### src/rtl/pe_accum_requant.sv
// pe_accum_requant
// Accumulates cfg_tiles signed partial sums per output. It adds the bias,
// round-shifts, applies an optional ReLU and saturates to W_O bits. Each
// result then goes into a small show-ahead FIFO toward writeback.
//
// Ports:
//   clk, rstn        clock, asynchronous active-low reset
//   start            one-cycle pulse; latches cfg_* and bias when idle
//   cfg_tiles        partial sums per output (0 behaves as 1)
//   cfg_outputs      outputs per job (0 behaves as 1)
//   cfg_shift        arithmetic right shift with round-half-up
//   cfg_relu         clamp negative results to zero
//   bias             signed bias added to every output
//   y_in, y_valid    partial-sum stream (no upstream backpressure)
//   m_data, m_valid  FIFO head / FIFO non-empty
//   m_ready          consumer pops the FIFO head
//   busy             job in progress (ACCUM or DRAIN)
//   done             one-cycle pulse once the last result has left the pipeline
//   ovf              sticky: a result was dropped on a full FIFO
module pe_accum_requant #(
  parameter int W_Y        = 19,
  parameter int MAX_TILES  = 16,
  parameter int W_B        = 16,
  parameter int W_O        = 8,
  parameter int FIFO_DEPTH = 4
) (
  input  logic                          clk,
  input  logic                          rstn,
  input  logic                          start,
  input  logic [$clog2(MAX_TILES):0]    cfg_tiles,
  input  logic [15:0]                   cfg_outputs,
  input  logic [4:0]                    cfg_shift,
  input  logic                          cfg_relu,
  input  logic [W_B-1:0]                bias,
  input  logic [W_Y-1:0]                y_in,
  input  logic                          y_valid,
  output logic [W_O-1:0]                m_data,
  output logic                          m_valid,
  input  logic                          m_ready,
  output logic                          busy,
  output logic                          done,
  output logic                          ovf
);
  localparam int W_T   = $clog2(MAX_TILES) + 1;
  localparam int W_ACC = W_Y + $clog2(MAX_TILES);
  localparam int W_S1  = W_ACC + 2;
  localparam int W_P   = $clog2(FIFO_DEPTH);

  localparam logic [W_S1-1:0]        ONE_S1  = {{(W_S1-1){1'b0}}, 1'b1};
  localparam logic signed [W_S1-1:0] SAT_MAX = {{(W_S1-W_O+1){1'b0}}, {(W_O-1){1'b1}}};
  localparam logic signed [W_S1-1:0] SAT_MIN = ~SAT_MAX;

  typedef enum logic [1:0] {IDLE = 2'd0, ACCUM = 2'd1, DRAIN = 2'd2} state_t;

  state_t                  state_q, state_d;
  logic [W_T-1:0]          tiles_q, tiles_d, tile_cnt_q, tile_cnt_d;
  logic [15:0]             outputs_q, outputs_d, out_cnt_q, out_cnt_d;
  logic [4:0]              shift_q, shift_d;
  logic                    relu_q, relu_d;
  logic [W_B-1:0]          bias_q, bias_d;
  logic signed [W_ACC-1:0] acc_q, acc_d, sum_s;
  logic signed [W_S1-1:0]  s1_q, s1_d, round_s, s1_sum_s, shifted_s, clamp_s;
  logic                    s1_v_q, s1_v_d, s2_v_q, s2_v_d;
  logic [W_O-1:0]          s2_q, s2_d, sat_s;
  logic [W_O-1:0]          mem_q [FIFO_DEPTH];
  logic [W_O-1:0]          mem_d [FIFO_DEPTH];
  logic [W_P-1:0]          wr_ptr_q, wr_ptr_d, rd_ptr_q, rd_ptr_d;
  logic [W_P:0]            cnt_q, cnt_d;
  logic                    busy_q, busy_d, done_q, done_d, ovf_q, ovf_d;
  logic                    push_s, pop_s, full_s, drop_s;

  // Arithmetic: running sum, stage-1 biased/rounded value, stage-2 requantised value
  always_comb begin
    sum_s = acc_q + $signed({{(W_ACC-W_Y){y_in[W_Y-1]}}, y_in});
    if (shift_q != 5'd0) begin
      round_s = $signed(ONE_S1 << (shift_q - 5'd1));
    end else begin
      round_s = {W_S1{1'b0}};
    end
    s1_sum_s = $signed({{2{sum_s[W_ACC-1]}}, sum_s})
             + $signed({{(W_S1-W_B){bias_q[W_B-1]}}, bias_q})
             + round_s;
    shifted_s = s1_q >>> shift_q;
    if (relu_q && shifted_s[W_S1-1]) begin
      clamp_s = {W_S1{1'b0}};
    end else begin
      clamp_s = shifted_s;
    end
    if (clamp_s > SAT_MAX) begin
      sat_s = {1'b0, {(W_O-1){1'b1}}};
    end else if (clamp_s < SAT_MIN) begin
      sat_s = {1'b1, {(W_O-1){1'b0}}};
    end else begin
      sat_s = clamp_s[W_O-1:0];
    end
  end

  // Control FSM: config latch, tile/output counting, stage-1 load, drain and done
  always_comb begin
    state_d    = state_q;
    tiles_d    = tiles_q;
    outputs_d  = outputs_q;
    shift_d    = shift_q;
    relu_d     = relu_q;
    bias_d     = bias_q;
    acc_d      = acc_q;
    tile_cnt_d = tile_cnt_q;
    out_cnt_d  = out_cnt_q;
    s1_d       = s1_q;
    s1_v_d     = 1'b0;
    done_d     = 1'b0;
    case (state_q)
      IDLE: begin
        if (start) begin
          tiles_d    = (cfg_tiles == {W_T{1'b0}}) ? W_T'(1) : cfg_tiles;
          outputs_d  = (cfg_outputs == 16'd0) ? 16'd1 : cfg_outputs;
          shift_d    = cfg_shift;
          relu_d     = cfg_relu;
          bias_d     = bias;
          acc_d      = {W_ACC{1'b0}};
          tile_cnt_d = {W_T{1'b0}};
          out_cnt_d  = 16'd0;
          state_d    = ACCUM;
        end else begin
          state_d = IDLE;
        end
      end
      ACCUM: begin
        if (y_valid) begin
          if (tile_cnt_q < (tiles_q - W_T'(1))) begin
            acc_d      = sum_s;
            tile_cnt_d = tile_cnt_q + W_T'(1);
          end else begin
            // Final beat: hand the sum to stage 1 and restart the accumulator
            // in the same cycle so back-to-back final beats are never lost.
            s1_d       = s1_sum_s;
            s1_v_d     = 1'b1;
            acc_d      = {W_ACC{1'b0}};
            tile_cnt_d = {W_T{1'b0}};
            out_cnt_d  = out_cnt_q + 16'd1;
            if (out_cnt_q == (outputs_q - 16'd1)) begin
              state_d = DRAIN;
            end else begin
              state_d = ACCUM;
            end
          end
        end else begin
          state_d = ACCUM;
        end
      end
      DRAIN: begin
        // The FIFO may still hold data; only the pipeline has to be empty.
        if (!s1_v_q && !s2_v_q) begin
          done_d  = 1'b1;
          state_d = IDLE;
        end else begin
          state_d = DRAIN;
        end
      end
      default: begin
        state_d = IDLE;
      end
    endcase
    busy_d = (state_d != IDLE);
  end

  // Stage 2 and output FIFO: push requantised value, pop on handshake, flag drops
  always_comb begin
    s2_v_d = s1_v_q;
    if (s1_v_q) begin
      s2_d = sat_s;
    end else begin
      s2_d = s2_q;
    end
    pop_s  = (cnt_q != {(W_P+1){1'b0}}) && m_ready;
    full_s = (cnt_q == (W_P+1)'(FIFO_DEPTH));
    // A pop in the same cycle frees the slot, so a full FIFO still accepts.
    push_s = s2_v_q && (!full_s || pop_s);
    drop_s = s2_v_q && full_s && !pop_s;
    mem_d  = mem_q;
    if (push_s) begin
      mem_d[wr_ptr_q] = s2_q;
      wr_ptr_d        = wr_ptr_q + W_P'(1);
    end else begin
      wr_ptr_d = wr_ptr_q;
    end
    if (pop_s) begin
      rd_ptr_d = rd_ptr_q + W_P'(1);
    end else begin
      rd_ptr_d = rd_ptr_q;
    end
    case ({push_s, pop_s})
      2'b10:   cnt_d = cnt_q + (W_P+1)'(1);
      2'b01:   cnt_d = cnt_q - (W_P+1)'(1);
      default: cnt_d = cnt_q;
    endcase
    if ((state_q == IDLE) && start) begin
      ovf_d = 1'b0;
    end else if (drop_s) begin
      ovf_d = 1'b1;
    end else begin
      ovf_d = ovf_q;
    end
  end

  // State registers with asynchronous reset
  always_ff @(posedge clk or negedge rstn) begin
    if (!rstn) begin
      state_q    <= IDLE;
      tiles_q    <= W_T'(1);
      outputs_q  <= 16'd1;
      shift_q    <= 5'd0;
      relu_q     <= 1'b0;
      bias_q     <= {W_B{1'b0}};
      acc_q      <= {W_ACC{1'b0}};
      tile_cnt_q <= {W_T{1'b0}};
      out_cnt_q  <= 16'd0;
      s1_q       <= {W_S1{1'b0}};
      s1_v_q     <= 1'b0;
      s2_q       <= {W_O{1'b0}};
      s2_v_q     <= 1'b0;
      for (int i = 0; i < FIFO_DEPTH; i++) begin
        mem_q[i] <= {W_O{1'b0}};
      end
      wr_ptr_q   <= {W_P{1'b0}};
      rd_ptr_q   <= {W_P{1'b0}};
      cnt_q      <= {(W_P+1){1'b0}};
      busy_q     <= 1'b0;
      done_q     <= 1'b0;
      ovf_q      <= 1'b0;
    end else begin
      state_q    <= state_d;
      tiles_q    <= tiles_d;
      outputs_q  <= outputs_d;
      shift_q    <= shift_d;
      relu_q     <= relu_d;
      bias_q     <= bias_d;
      acc_q      <= acc_d;
      tile_cnt_q <= tile_cnt_d;
      out_cnt_q  <= out_cnt_d;
      s1_q       <= s1_d;
      s1_v_q     <= s1_v_d;
      s2_q       <= s2_d;
      s2_v_q     <= s2_v_d;
      mem_q      <= mem_d;
      wr_ptr_q   <= wr_ptr_d;
      rd_ptr_q   <= rd_ptr_d;
      cnt_q      <= cnt_d;
      busy_q     <= busy_d;
      done_q     <= done_d;
      ovf_q      <= ovf_d;
    end
  end

  assign m_data  = mem_q[rd_ptr_q];
  assign m_valid = (cnt_q != {(W_P+1){1'b0}});
  assign busy    = busy_q;
  assign done    = done_q;
  assign ovf     = ovf_q;

endmodule

### config.mk
export PLATFORM = sky130hd
export DESIGN_NAME = pe_accum_requant
export DESIGN_NICKNAME = d
export VERILOG_FILES = /design/src/rtl/pe_accum_requant.sv
export SDC_FILE = /design/constraint.sdc
export NUM_CORES = 1
export LEC_CHECK = 0
export CORE_MARGIN = 5
export CORE_UTILIZATION = 60
export CTS_BUF_LIST = sky130_fd_sc_hd__clkbuf_8
export DETAILED_ROUTE_END_ITERATION = 10
export DONT_BUFFER_PORTS = 1
export GPL_TIMING_DRIVEN = 1
export HOLD_SLACK_MARGIN = 0.12
export PLACE_DENSITY = 0.72
export SLEW_MARGIN = 20
export SYNTH_ARGS = -nofsm -noshare
export SYNTH_HDL_FRONTEND = slang
export SYNTH_SLANG_ARGS = --single-unit
### constraint.sdc
create_clock -name clk -period 10 [get_ports clk]
set_clock_uncertainty 0.2 [all_clocks]
set_input_delay 2 -clock clk [delete_from_list [all_inputs] [get_ports clk]]
set_output_delay 2 -clock clk [all_outputs]
set_load 0.03 [all_outputs]
==> results.py <==
metrics = {
    "routing": {
        "wl_met2_um": 12570,
        "remaining_drc_errors": 0,
        "drt_pre_antenna_iters": 5,
        "wl_um": 26470,
        "dr_wl_met3_um": 1605,
        "vias": 8961,
        "post_drt_via_cell_ratio": 6.059,
        "maxUsedRoutingLayer": "met4",
        "wl_met1_um": 11720,
        "drtIter0Drc": 631,
        "ant_nets": 0,
        "post_drt_wl_per_cell_um": 17.90,
    },
    "synth": {
        "async_reset_ff_share_pct": 100.0,
        "synth_ff_type": "dfrtp_1",
        "synth_edf_count": 0,
        "ys_types": 84,
        "yosysTopAreaCellShare_pct": 34.63,
        "syn_area_per_cell_um2": 9.666,
        "synth-seq-area-share_pct": 35.08,
        "netlist_instances": 1226,
        "ys_ff_latch": 166,
        "syn_area_um2": 11850,
        "synth_area_leaders": "dfrtp_1 (35%), ha_1 (6.4%), mux2_2 (5.0%)",
        "syn_nets": 1381,
        "synth-warning-count": 0,
        "synth_top_area_cell": "dfrtp_1",
    },
    "setup_path": {
        "crit_type": "in2reg",
        "endpoint_kind": "register",
        "cp_data_arrival_time_ns": 6.53,
        "cp.required_ns": 10.15,
        "cp_max_fo": 5,
        "start_kind": "input port",
    },
    "flow_run": {
        "cap_violations": 0,
    },
    "global_routing": {
        "grt_use_total_pct": 24.31,
        "grt_first_pass_wirelength_um": 43730,
        "grt_max_degree": 167,
        "grt-ovfl-total": 0,
        "first_global_vias": 8662,
        "antenna_found_initial": 0,
    },
    "worst_hold_path": {
        "hold_path_class": "reg2reg",
    },
    "sta": {
        "final_max_slew_viol_count": 0,
        "final.setup.tns_ns": 0,
        "hold_viol": 0,
        "clock.fmax_mhz": 156.7,
        "period_needed_ns": 6.384,
        "max_slew_margin_pct": 33.21,
        "setup_viol": 0,
        "finalCritPeriodShare_pct": 63.84,
        "rsz0062_at_grt": "false",
        "worst_pin_slew_ns": 1.002,
    },
    "power_and_ir_drop": {
        "peakVddDrop_mv": 0.2640,
        "p_leak_nw": 5.621,
        "p_per_area_nw_per_um2": 333.3,
    },
    "clock_network": {
        "post-cts-setup-buffers": 0,
        "cts.path.max_buffers": 2,
        "cts_resized": 0,
        "cts_sinks": 166,
        "clk_latency_ns": 0.49,
        "cts_hold_buf": 0,
        "tritoncts": "yes",
        "cts_inserted_buffers": 17,
        "htree_num_levels": 4,
        "clockRootBuffer": "clkbuf_8",
        "clkSlewWorstSetupHoldPaths_ns": 0.10,
    },
    "floorplan": {
        "dieArea_um2": 22660,
        "coreArea_um2": 19460,
        "die_h_um": 150.5,
        "start_util_pct": 60.89,
        "io_pins": 79,
        "die_w_um": 150.5,
        "rows": 51,
    },
    "placed_design": {
        "io_buffers": 0,
        "gp_congestion": 0.9244,
        "hpwl_um": 19680,
    },
    "layout": {
        "syn2layout_area_growth_pct": 4.635,
        "final_layout_size_suffix_gt1_share_pct": 11.86,
        "final_core_util_pct": 63.71,
        "diodes": 0,
        "num-fill-cells": 1642,
        "finalNetCount": 1356,
    },
    "outcome": {
        "status": "completed",
    },
}
[cells in the final DEF (no fill, tap or decap), types with 23 or more instances in the layout]
master   netlist  routed
mux2_2        53      53
inv_1         85      85
mux4_2        23      23
xor2_1        38      38
fa_1          27      27
nand3_1       23      23
o21ai_0      105     105
nor2_1        74      73
ha_1          61      61
xnor2_1       43      43
dfrtp_1      164     164
nand2_1      159     159
a21oi_1       67      67
[cell usage after synthesis (19+ instances only)]
cell,n
dfrtp_1,164
nand2_1,159
o21ai_0,105
inv_1,85
nor2_1,74
a21oi_1,67
ha_1,61
mux2_2,53
xnor2_1,43
xor2_1,38
clkbuf_1,34
fa_1,27
mux4_2,23
nand3_1,23
mux2i_1,19
[registers in the layout, indices dropped and copies added (netlist names), 2 cells and up]
name / cells
mem_q: 32
tiles_q: 5
outputs_q: 16
bias_q: 16
cnt_q: 3
wr_ptr_q: 2
tile_cnt_q: 5
rd_ptr_q: 2
out_cnt_q: 16
acc_q: 23
s2_q: 8
s1_q: 25
state_q: 2
shift_q: 5
[cell families after synthesis]
| family | share of synthesized area [%] |
|---|---|
| fa+ha+maj | 11.00 |
| flops | 35.08 |
| simple gates | 14.52 |
| buf+inv | 5.184 |
| compound gates | 15.11 |
| mux | 13.12 |
| xor+xnor | 5.987 |
[final timing paths]
check	from	end	slack, ns	cells past startpoint
max	y_in[4]	s1_q[24]	3.62	16
min	mem_q[23]	mem_q[23]	0.30	2
max in group asynchronous	rstn	outputs_q[0]	8.31	0
max reg2reg	shift_q[2]	s1_q[24]	4.45	16
min in group asynchronous	rstn	mem_q[25]	0.99	0
min reg2reg	mem_q[23]	mem_q[23]	0.30	2
[area by class of cell]
cell class	instances	area [um2]	share of cell area, %
multi-input combinational	921	7093	57.20
sequential	166	4156	33.52
tap	265	331.6	2.674
inverter	88	330.3	2.664
clock buffer	17	234.0	1.887
clock inverter	15	201.4	1.625
timing repair buffer	7	52.55	0.4238
[power by group]
| group | switching [mW] | internal (mW) |
|---|---|---|
| Clock | 0.305 | 0.218 |
| Sequential | 0.208 | 0.880 |
| Combinational | 1.44 | 1.08 |
| Total | 1.96 | 2.17 |
[stage by stage]
| step | cells | setup slack [ns] | power, mW | hold WS (ns) | area, um2 |
|---|---|---|---|---|---|
| 2_1_floorplan | 1226 | 3.806 | 3.048 | 0.2411 | 11850 |
| 3_3_place_gp | 1447 | 3.356 | 3.558 | 0.2613 | 11960 |
| 3_5_place_dp | 1447 | 3.168 | 3.616 | 0.2730 | 11960 |
| 4_1_cts | 1479 | 3.659 | 4.148 | 0.2965 | 12390 |
| 5_1_grt | 1479 | 3.292 | 4.510 | 0.3194 | 12400 |
| 6_report | 1479 | 3.616 | 4.132 | 0.2951 | 12400 |
[critical path, cell delays in order]
cell	delay (ns)
ha_1	0.34
a21o_1	0.19
a31o_2	0.22
o21ai_1	0.24
a311oi_1	0.20
a221o_1	0.43
a21o_1	0.22
o21ai_0	0.34
xnor2_1	0.19
fa_1	0.47
ha_1	0.39
nand2_1	0.09
nor4_1	0.44
nor3_1	0.15
o2111a_1	0.27
a2111oi_0	0.36
[routing by layer]
metal	GRT usage (%)	vias up
met5	0	-
met4	7.091	0
met3	4.877	40
met2	39.38	243
met1	33.35	4377
li1	-	4301
(Power assumes the default switching activity.)
